[config.mk]
export PLATFORM = sky130hd
export DESIGN_NAME = serial_capture_flat
export DESIGN_NICKNAME = d
export VERILOG_FILES = /design/src/rtl/serial_capture_if.sv /design/src/rtl/serial_capture.sv /design/src/flat_wrapper.sv
export SDC_FILE = /design/constraint.sdc
export NUM_CORES = 2
export LEC_CHECK = 0
export BUFFER_PORTS_ARGS = -buffer_cell sky130_fd_sc_hd__buf_2
export CAP_MARGIN = 20
export CELL_PAD_IN_SITES_DETAIL_PLACEMENT = 1
export CELL_PAD_IN_SITES_GLOBAL_PLACEMENT = 1
export CORE_ASPECT_RATIO = 1.2
export CORE_UTILIZATION = 24
export DETAILED_ROUTE_END_ITERATION = 8
export PLACE_DENSITY_LB_ADDON = 0.1
export SYNTH_ARGS = -nofsm -noshare
export SYNTH_HDL_FRONTEND = slang
export SYNTH_SLANG_ARGS = --single-unit
[constraint.sdc]
create_clock -name clk -period 8.7 [get_ports clk]
set_clock_uncertainty 0.15 [all_clocks]
set_input_delay 0.87 -clock clk [delete_from_list [all_inputs] [get_ports clk]]
set_output_delay 0.87 -clock clk [all_outputs]
set_load 0.03 [all_outputs]
[src/rtl/serial_capture_if.sv]
// serial_capture_if: groups the serial_capture line, control, status and readback signals.
//   master (bench/debug side) drives: serial_in, clear, target_count, term_en, rd_addr
//   slave  (serial_capture) drives:   char_valid, char_data, count, done, overflow,
//                                     frame_err_count, rd_data
//   DEPTH must match the serial_capture instance; AW/CW follow from it.
interface serial_capture_if #(parameter int DEPTH = 256);
   localparam int AW = $clog2(DEPTH);
   localparam int CW = $clog2(DEPTH + 1);
   logic          serial_in;
   logic          clear;
   logic [CW-1:0] target_count;
   logic          term_en;
   logic          char_valid;
   logic [7:0]    char_data;
   logic [CW-1:0] count;
   logic          done;
   logic          overflow;
   logic [7:0]    frame_err_count;
   logic [AW-1:0] rd_addr;
   logic [7:0]    rd_data;
   modport master (
      output serial_in, clear, target_count, term_en, rd_addr,
      input  char_valid, char_data, count, done, overflow, frame_err_count, rd_data
   );
   modport slave (
      input  serial_in, clear, target_count, term_en, rd_addr,
      output char_valid, char_data, count, done, overflow, frame_err_count, rd_data
   );
endinterface

[src/rtl/serial_capture.sv]
// serial_capture: UART receive monitor that stores accepted characters in a buffer and
// flags completion by character count, terminator byte or buffer overflow.
//   clk, rst          : single clock, asynchronous active-high reset
//   bus.serial_in     : monitored line (idles high), synchronized internally
//   bus.clear         : one-cycle pulse restarting capture (buffer contents kept)
//   bus.target_count  : stop after this many characters, 0 = unlimited
//   bus.term_en       : stop on TERMINATOR
//   bus.char_valid    : one-cycle pulse per accepted character
//   bus.char_data     : last accepted character, zero-extended
//   bus.count         : characters stored
//   bus.done          : sticky capture-finished flag
//   bus.overflow      : sticky, a character arrived while the buffer was full
//   bus.frame_err_count : saturating count of bad stop bits
//   bus.rd_addr/rd_data : synchronous read-first buffer readback
module serial_capture #(
   parameter int         CLOCK_FREQ = 50_000_000,
   parameter int         BAUD_RATE  = 10_000_000,
   parameter int         DATA_BITS  = 8,
   parameter int         DEPTH      = 256,
   parameter logic [7:0] TERMINATOR = 8'h0A
) (
   input logic               clk,
   input logic               rst,
   serial_capture_if.slave   bus
);
   localparam int CPB  = CLOCK_FREQ / BAUD_RATE;
   localparam int HALF = CPB / 2;
   localparam int TW   = $clog2(CPB);
   localparam int AW   = $clog2(DEPTH);
   localparam int CW   = $clog2(DEPTH + 1);
   typedef enum logic [1:0] {IDLE, START, DATA, STOP} state_t;
   state_t               state;
   logic                 s1, s;
   logic [TW-1:0]        tick;
   logic [2:0]           bit_idx;
   logic [DATA_BITS-1:0] shift;
   logic [7:0]           mem [DEPTH];
   logic                 stop_edge, we, hit;
   assign stop_edge = state == STOP && tick == TW'(CPB - 1);
   // clear and an already-finished capture both suppress the write
   assign we  = stop_edge && s && !bus.clear && !bus.done && bus.count < CW'(DEPTH);
   assign hit = (bus.target_count != '0 && bus.count + CW'(1) == bus.target_count) ||
                (bus.term_en && 8'(shift) == TERMINATOR);
   always_ff @(posedge clk or posedge rst)
      if (rst) begin
         s1 <= 1'b1;
         s  <= 1'b1;
      end else begin
         s1 <= bus.serial_in;
         s  <= s1;
      end
   always_ff @(posedge clk or posedge rst)
      if (rst) begin
         state               <= IDLE;
         tick                <= '0;
         bit_idx             <= '0;
         shift               <= '0;
         bus.char_valid      <= 1'b0;
         bus.char_data       <= '0;
         bus.count           <= '0;
         bus.done            <= 1'b0;
         bus.overflow        <= 1'b0;
         bus.frame_err_count <= '0;
      end else if (bus.clear) begin
         state               <= IDLE;
         tick                <= '0;
         bus.char_valid      <= 1'b0;
         bus.count           <= '0;
         bus.done            <= 1'b0;
         bus.overflow        <= 1'b0;
         bus.frame_err_count <= '0;
      end else begin
         bus.char_valid <= we;
         case (state)
            IDLE: begin
               tick    <= '0;
               bit_idx <= '0;
               if (!s) state <= START;
            end
            START:
               if (tick == TW'(HALF - 1)) begin
                  tick  <= '0;
                  state <= s ? IDLE : DATA;
               end else tick <= tick + TW'(1);
            DATA:
               if (tick == TW'(CPB - 1)) begin
                  tick           <= '0;
                  shift[bit_idx] <= s;
                  bit_idx        <= bit_idx + 3'd1;
                  if (bit_idx == 3'(DATA_BITS - 1)) state <= STOP;
               end else tick <= tick + TW'(1);
            STOP:
               if (stop_edge) begin
                  // returning mid-stop-bit leaves time to catch a back-to-back start edge
                  state <= IDLE;
                  tick  <= '0;
                  if (!s) begin
                     if (bus.frame_err_count != 8'hFF) bus.frame_err_count <= bus.frame_err_count + 8'd1;
                  end else if (we) begin
                     bus.count     <= bus.count + CW'(1);
                     bus.char_data <= 8'(shift);
                     bus.done      <= hit;
                  end else if (!bus.done) begin
                     bus.overflow <= 1'b1;
                     bus.done     <= 1'b1;
                  end
               end else tick <= tick + TW'(1);
            default: state <= IDLE;
         endcase
      end
   always_ff @(posedge clk)
      if (we) mem[bus.count[AW-1:0]] <= 8'(shift);
   always_ff @(posedge clk or posedge rst)
      if (rst) bus.rd_data <= '0;
      else     bus.rd_data <= mem[bus.rd_addr];
endmodule
[src/flat_wrapper.sv]
// flat-port wrapper written by rule: the top's interface ports become plain ports
module serial_capture_flat 
#(
   parameter int         CLOCK_FREQ = 50_000_000,
   parameter int         BAUD_RATE  = 10_000_000,
   parameter int         DATA_BITS  = 8,
   parameter int         DEPTH      = 256,
   parameter logic [7:0] TERMINATOR = 8'h0A
)
  (clk, rst, bus_serial_in, bus_clear, bus_target_count, bus_term_en, bus_rd_addr, bus_char_valid, bus_char_data, bus_count, bus_done, bus_overflow, bus_frame_err_count, bus_rd_data);
  serial_capture_if #(.DEPTH(DEPTH)) bus_i ();
  input logic clk;
  input logic rst;
  input wire logic [$bits(bus_i.serial_in)-1:0] bus_serial_in;
  input wire logic [$bits(bus_i.clear)-1:0] bus_clear;
  input wire logic [$bits(bus_i.target_count)-1:0] bus_target_count;
  input wire logic [$bits(bus_i.term_en)-1:0] bus_term_en;
  input wire logic [$bits(bus_i.rd_addr)-1:0] bus_rd_addr;
  output wire logic [$bits(bus_i.char_valid)-1:0] bus_char_valid;
  output wire logic [$bits(bus_i.char_data)-1:0] bus_char_data;
  output wire logic [$bits(bus_i.count)-1:0] bus_count;
  output wire logic [$bits(bus_i.done)-1:0] bus_done;
  output wire logic [$bits(bus_i.overflow)-1:0] bus_overflow;
  output wire logic [$bits(bus_i.frame_err_count)-1:0] bus_frame_err_count;
  output wire logic [$bits(bus_i.rd_data)-1:0] bus_rd_data;
  assign bus_i.serial_in = bus_serial_in;
  assign bus_i.clear = bus_clear;
  assign bus_i.target_count = bus_target_count;
  assign bus_i.term_en = bus_term_en;
  assign bus_i.rd_addr = bus_rd_addr;
  assign bus_char_valid = bus_i.char_valid;
  assign bus_char_data = bus_i.char_data;
  assign bus_count = bus_i.count;
  assign bus_done = bus_i.done;
  assign bus_overflow = bus_i.overflow;
  assign bus_frame_err_count = bus_i.frame_err_count;
  assign bus_rd_data = bus_i.rd_data;
  serial_capture #(.CLOCK_FREQ(CLOCK_FREQ), .BAUD_RATE(BAUD_RATE), .DATA_BITS(DATA_BITS), .DEPTH(DEPTH), .TERMINATOR(TERMINATOR)) u_core (.clk(clk), .rst(rst), .bus(bus_i));
endmodule
# Yosys cells after proc, flatten, opt, wreduce, memory -nomap -nowiden
# Memory sizes are Yosys's and may differ from the RTL's. A register that Yosys moved wholly into a read port is not among the register bits.
# Cells that the tools add are included.
# classes
n_addsub	4
n_lt_le_gt_ge	3
n_eq_ne	18
mux	42
bitwise	1
n_reduce_logical	27
# ops
op	n
2-to-1 mux 9 bit	5
2-to-1 mux 8 bit	5
2-to-1 mux 1 bit	15
2-to-1 mux 3 bit	5
AND reduction 5 bit	3
2-to-1 mux 2 bit	7
inequality test 3 x 2 -> 1 bit (second input constant)	4
case mux 3 bit (4 select lines)	1
nonzero test 2 bit	6
adder 9 x 1 -> 9 bit (second input constant)	1
== test 9 bit	1
< comparator 9 bit (second input constant)	1
AND reduction 3 bit	3
nonzero test 9 bit	1
adder 8 x 1 -> 8 bit (second input constant)	1
bitwise mux 8 bit	1
== test 8 x 4 -> 1 bit (second input constant)	1
logical AND 1 bit	8
inequality test 8 bit (second input constant)	1
case mux 2 bit (4 select lines)	1
AND reduction 4 bit	2
adder 3 x 1 -> 3 bit (second input constant)	2
== test 3 bit (second input constant)	2
inequality test 2 bit (second input constant)	3
13 further kinds	15
# word_totals
regBits	46
mem_bits_rw	2048
wordCells	108
mem_count	1
# memory_table
memory	depth	word_bits	read_ports	rd_ports_with_merged_regs	wr	line_no	source
u_core.mem	256	8	1	1	1	serial_capture.sv:37	logic [7:0] mem [DEPTH];

# Depth between registers and ports, before layout
# depth
word_depth	11
mapped_depth	12

# Worst setup path before layout
# Ideal clock, no wire load.
# synth_timing
path_type	register -> register
start	register u_core.shift[4]
end	register u_core.bus.done
t_arrival_ns	4.126
required_time_ns	8.414
setup_slack_ns	4.288
stages_incl_launch_ff	6
path_buffers	0
path_cell_list	dfrtp_1 -> nor4b_1 -> nand3b_1 -> nor4b_1 -> a311oi_1 -> nor3_1
# synth_via
elab_chain_cells	8
# synth_lines
element	line_no	source
start: declaration	serial_capture.sv:36	logic [DATA_BITS-1:0] shift;
start signal: indexed assignment	serial_capture.sv:88	shift[bit_idx] <= s;
== test 8 x 4 -> 1 bit	serial_capture.sv:43	(bus.term_en && 8'(shift) == TERMINATOR);
logical AND 1 bit	serial_capture.sv:43	
logical OR 1 bit	serial_capture.sv:42	assign hit = (bus.target_count != '0 && bus.count + CW'(1) == bus.target_count) ||
2-to-1 mux 1 bit	serial_capture.sv:99	end else if (we) begin
2-to-1 mux 1 bit	serial_capture.sv:97	if (!s) begin
2-to-1 mux 1 bit	serial_capture.sv:93	if (stop_edge) begin
2-to-1 mux 1 bit	serial_capture.sv:74	case (state)
2-to-1 mux 1 bit	serial_capture.sv:64	end else if (bus.clear) begin
end signal: assignment	serial_capture.sv:102	bus.done <= hit;
end: declaration	serial_capture_if.sv:27	output char_valid, char_data, count, done, overflow, frame_err_count, rd_data
# No other way between the ends. The select of a mux whose other input is x is not followed.
# A chain may end at the register's enable or synchronous reset.

# Worst setup path in the final report
# layout_timing
start	register u_core.tick[0]
end	memory u_core.mem[192][5] (enable)
# layout_via
elab_chain_cells	8
# layout_lines
element	line_no	source
start: declaration	serial_capture.sv:34	logic [TW-1:0] tick;
start signal: assignment	serial_capture.sv:84	end else tick <= tick + TW'(1);
start signal: assignment	serial_capture.sv:91	end else tick <= tick + TW'(1);
start signal: assignment	serial_capture.sv:107	end else tick <= tick + TW'(1);
== test 3 bit	serial_capture.sv:39	assign stop_edge = state == STOP && tick == TW'(CPB - 1);
logical AND 1 bit	serial_capture.sv:39	
logical AND 1 bit (4 in a row)	serial_capture.sv:41	assign we = stop_edge && s && !bus.clear && !bus.done && bus.count < CW'(DEPTH);
2-to-1 mux 1 bit	serial_capture.sv:112	if (we) mem[bus.count[AW-1:0]] <= 8'(shift);
2-to-1 mux 1 bit (implied by the code)	serial_capture.sv:112	
end: declaration	serial_capture.sv:37	
# No other way between the ends.

==> summary.txt <==
STA
  • Unrepaired setup endpoints after global routing: false
  • Fmax: 0.219 GHz
  • Slew @ Worst Pin: 1.27 ns
  • Slew Limit Fails: 0
  • Final Hold Viols: 0
  • Final setup viols: 0
  • Part of the cycle the worst path needs: 0.524
  • Final TNS setup: 0 ns
  • Tmin final: 4.56 ns
  • Max-slew headroom: 0.154

Critical path
  • Max stage delay on crit path: 1.01 ns
  • Crit-path cells: inv_1 -> ha_1 -> nand4b_1 -> nor3_2 -> nand2b_1 -> buf_4 -> inv_1 -> and3_1 -> nand2_1 -> nor2_1
  • Crit-path leading delay family: simple AND/OR/NAND/NOR gates
  • Crit path max fanout: 16
  • FF-to-FF path depth: 10
  • Crit end category: flip-flop
  • Worst path depth: 10
  • WS Path Type: reg2reg
  • Data required, critical path: 9.06 ns
  • Cell mode on critical path: inv_1
  • Critical Path Sink: u_core.mem[192][5]
  • Worst setup startpoint: u_core.tick[0]
  • WP data arrival: 4.92 ns
  • CP bufs+invs: 3
  • FF-to-FF setup slack: approximately 4.1 ns
  • CP max-delay cell: nor2_1
  • Startpoint types: flip-flop
  • RR Endpoint: u_core.mem[192][5]
  • Reg2Reg Launch Point: u_core.tick[0]

Floorplan
  • Die area: 344000 um^2
  • Placement row count: about 230
  • IO Count: a little under 60
  • Die W: 536 um
  • Die Height: 642 um
  • Placeable Area: 339000 um^2
  • Starting Density: 0.242

Global routing
  • Global-route wire length before repair: 371 mm
  • Largest net degree at the start of global routing: 172
  • Initial antenna violation count: 12
  • GRT Residual Overflow: 0
  • Gr usage total: 0.155
  • Vias in the first global route: 43143

Min path
  • HP Class: reg2reg
  • Hold Path Depth: 0

Logic synthesis
  • Seq/Total Area, Yosys: 0.767
  • Fraction of registers with async set/reset: 0.0257
  • Synthesis-stage register bit count: 2102
  • Syn nets: between 4000 and 5000
  • Mapped Cells: about 4000
  • Number of synthesized flops with an enable pin: 2048
  • Synth warn: 0
  • Cell Area, Synth: 82000 um^2
  • Unique masters post-synth: between 60 and 70
  • Main synth FF type: edfxtp_1
  • Synthesized area per cell: around 21 um^2

Clock network
  • Clock tree buffer depth: 4
  • Postcts setup bufs: 0
  • Clock Latency Late Sink: 0.91 ns
  • H-tree depth: 4
  • Clock slew seen by the registers of the worst setup and hold paths: ~0.060 ns
  • Root buffer cell: clkbuf_16
  • CTS tree: done
  • CTS Buf Count: 238
  • CTS Sinks: between 2000 and 2500

Final layout
  • Commonest cells after routing, fill and taps aside: edfxtp_1 (2048), mux4_2 (399), nor2_1 (297)
  • Area Growth Syn to Fin: 15.9%
  • Layout cells sized above 1: 0.219
  • Final instance area: between 90000 and 100000 um^2
  • Fill cells: 34334
  • Most common cell after layout, fill and taps aside: edfxtp_1
  • Nets: 4196

Route
  • Via density: ~4.5
  • DR iter-0 viols: 2601
  • Routed len/inst: 30.3 um
  • Drt pass-1 iters: 5
  • Routed Antenna Nets: 0
  • DRC viols: 0
  • Via total after detailed routing: 39712
  • Wirelength, routed: 268 mm

Placement
  • PortBufs: 57
  • Post-DP HPWL: 161 mm
  • Global placement routability congestion: 0.721
  • DP Area: 87800 um^2

Pwr
  • P per Cell Area: between 200 and 250 nW/um^2
  • Static Leak: a little under 30 nW
  • VDD IR max: 0.000159 V

Run status
  • Status: finished, final reports clean

Job
  • Max cap viols: 0
## cells by family after synthesis
kind of cell | Yosys count | synth area share
AOI/OAI and AO/OA | 451 | 0.0383
xor gates and xnor gates | 24 | 0.00256
adders and majority gates | 10 | 0.00153
buffers and inverters | 255 | 0.0186
DFF | 2102 | 0.767
muxes | 574 | 0.142
and+or+nand+nor | 571 | 0.0308
## worst reg2reg max path, stage by stage (launching register included)
cell,delay [ns]
dfrtp_1,0.41
inv_1,0.07
ha_1,0.21
nand4b_1,0.18
nor3_2,0.39
nand2b_1,0.11
buf_4,0.21
inv_1,0.36
and3_1,0.43
nand2_1,0.64
nor2_1,1.03
## worst min path at each step
stage	start	to	slack (ns)
after floorplan	u_core.s1	u_core.s	0.20
after global placement	u_core.s1	u_core.s	0.20
after detailed placement	u_core.s1	u_core.s	0.20
after CTS	u_core.s1	u_core.s	0.21
after global routing	u_core.s1	u_core.s	0.21
final	u_core.s1	u_core.s	0.20
## power breakdown
part | switching, W | total (W) | internal (W)
logic | 0.000499 | 0.000788 | 0.000289
clock network | 0.00416 | 0.00956 | 0.00541
registers | 0.0000214 | 0.0110 | 0.0109
total | 0.00468 | 0.0213 | 0.0166
## stage by stage
step / hold slack, ns / setup slack [ns] / std cells / util / total power, W
after global placement: 0.198 / 2.25 / 8390 / 0.258 / 0.0120
final: 0.205 / 4.14 / 8849 / 0.280 / 0.0213
after detailed placement: 0.197 / 3.18 / 8405 / 0.259 / 0.0120
after CTS: 0.207 / 3.92 / 8839 / 0.280 / 0.0217
after global routing: 0.211 / 3.73 / 8841 / 0.280 / 0.0220
after floorplan: 0.195 / 4.29 / 3987 / - / 0.0117
## repair_timing
action                     CTS  global route
setup endpoints to repair    0             0
hold endpoints to repair    19             0
gates resized for setup      0             0
hold buffers                 2             0
## cells in the mapped netlist, drive strengths merged (25+ instances only)
| cell | instances | area [um^2] |
|---|---|---|
| nor2 | 299 | 1120 |
| mux4 | 453 | 10400 |
| a21oi | 82 | 410 |
| buf | 138 | 1090 |
| mux2i | 119 | 1190 |
| o221ai | 30 | 275 |
| a22oi | 166 | 1250 |
| a211oi | 40 | 300 |
| dfrtp | 52 | 1300 |
| nand2 | 120 | 450 |
| o22ai | 25 | 156 |
| clkbuf | 106 | 398 |
| o21ai | 38 | 190 |
| edfxtp | 2048 | 61500 |
## registers in the layout, summed over array words and instances, names as in the netlist
| register | flops |
|---|---|
| u_core.bit_idx | 3 |
| u_core.bus.done | 1 |
| u_core.mem | 2048 |
| u_core.bus.frame_err_count | 8 |
| u_core.s | 1 |
| u_core.bus.rd_data | 8 |
| u_core.s1 | 1 |
| u_core.bus.overflow | 1 |
| u_core.bus.char_valid | 1 |
| u_core.bus.char_data | 8 |
| u_core.state | 2 |
| u_core.bus.count | 9 |
| u_core.tick | 3 |
| u_core.shift | 8 |
## per-layer routing
layer / vias to the layer above / share of wire / GRT usage
li1: 16990 / - / -
met1: 21800 / 0.43 / 0.201
met2: 615 / 0.52 / 0.273
met3: 305 / 0.030 / 0.0179
met4: 2 / 0.022 / 0.0364
met5: - / 0.000048 / 0
## final cells by class
type / instances / area, um^2 / area share
clock buffer: 297 / 6300 / 0.0663
timing repair buffer: 181 / 1500 / 0.0158
tap: 4484 / 5610 / 0.0590
multi-input combinational: 1630 / 17800 / 0.187
antenna: 9 / 22.5 / 0.000237
inverter: 11 / 42.5 / 0.000447
clock inverter: 135 / 913 / 0.00961
sequential: 2102 / 62900 / 0.661
Note: power is estimated with default switching activity, not from simulation.
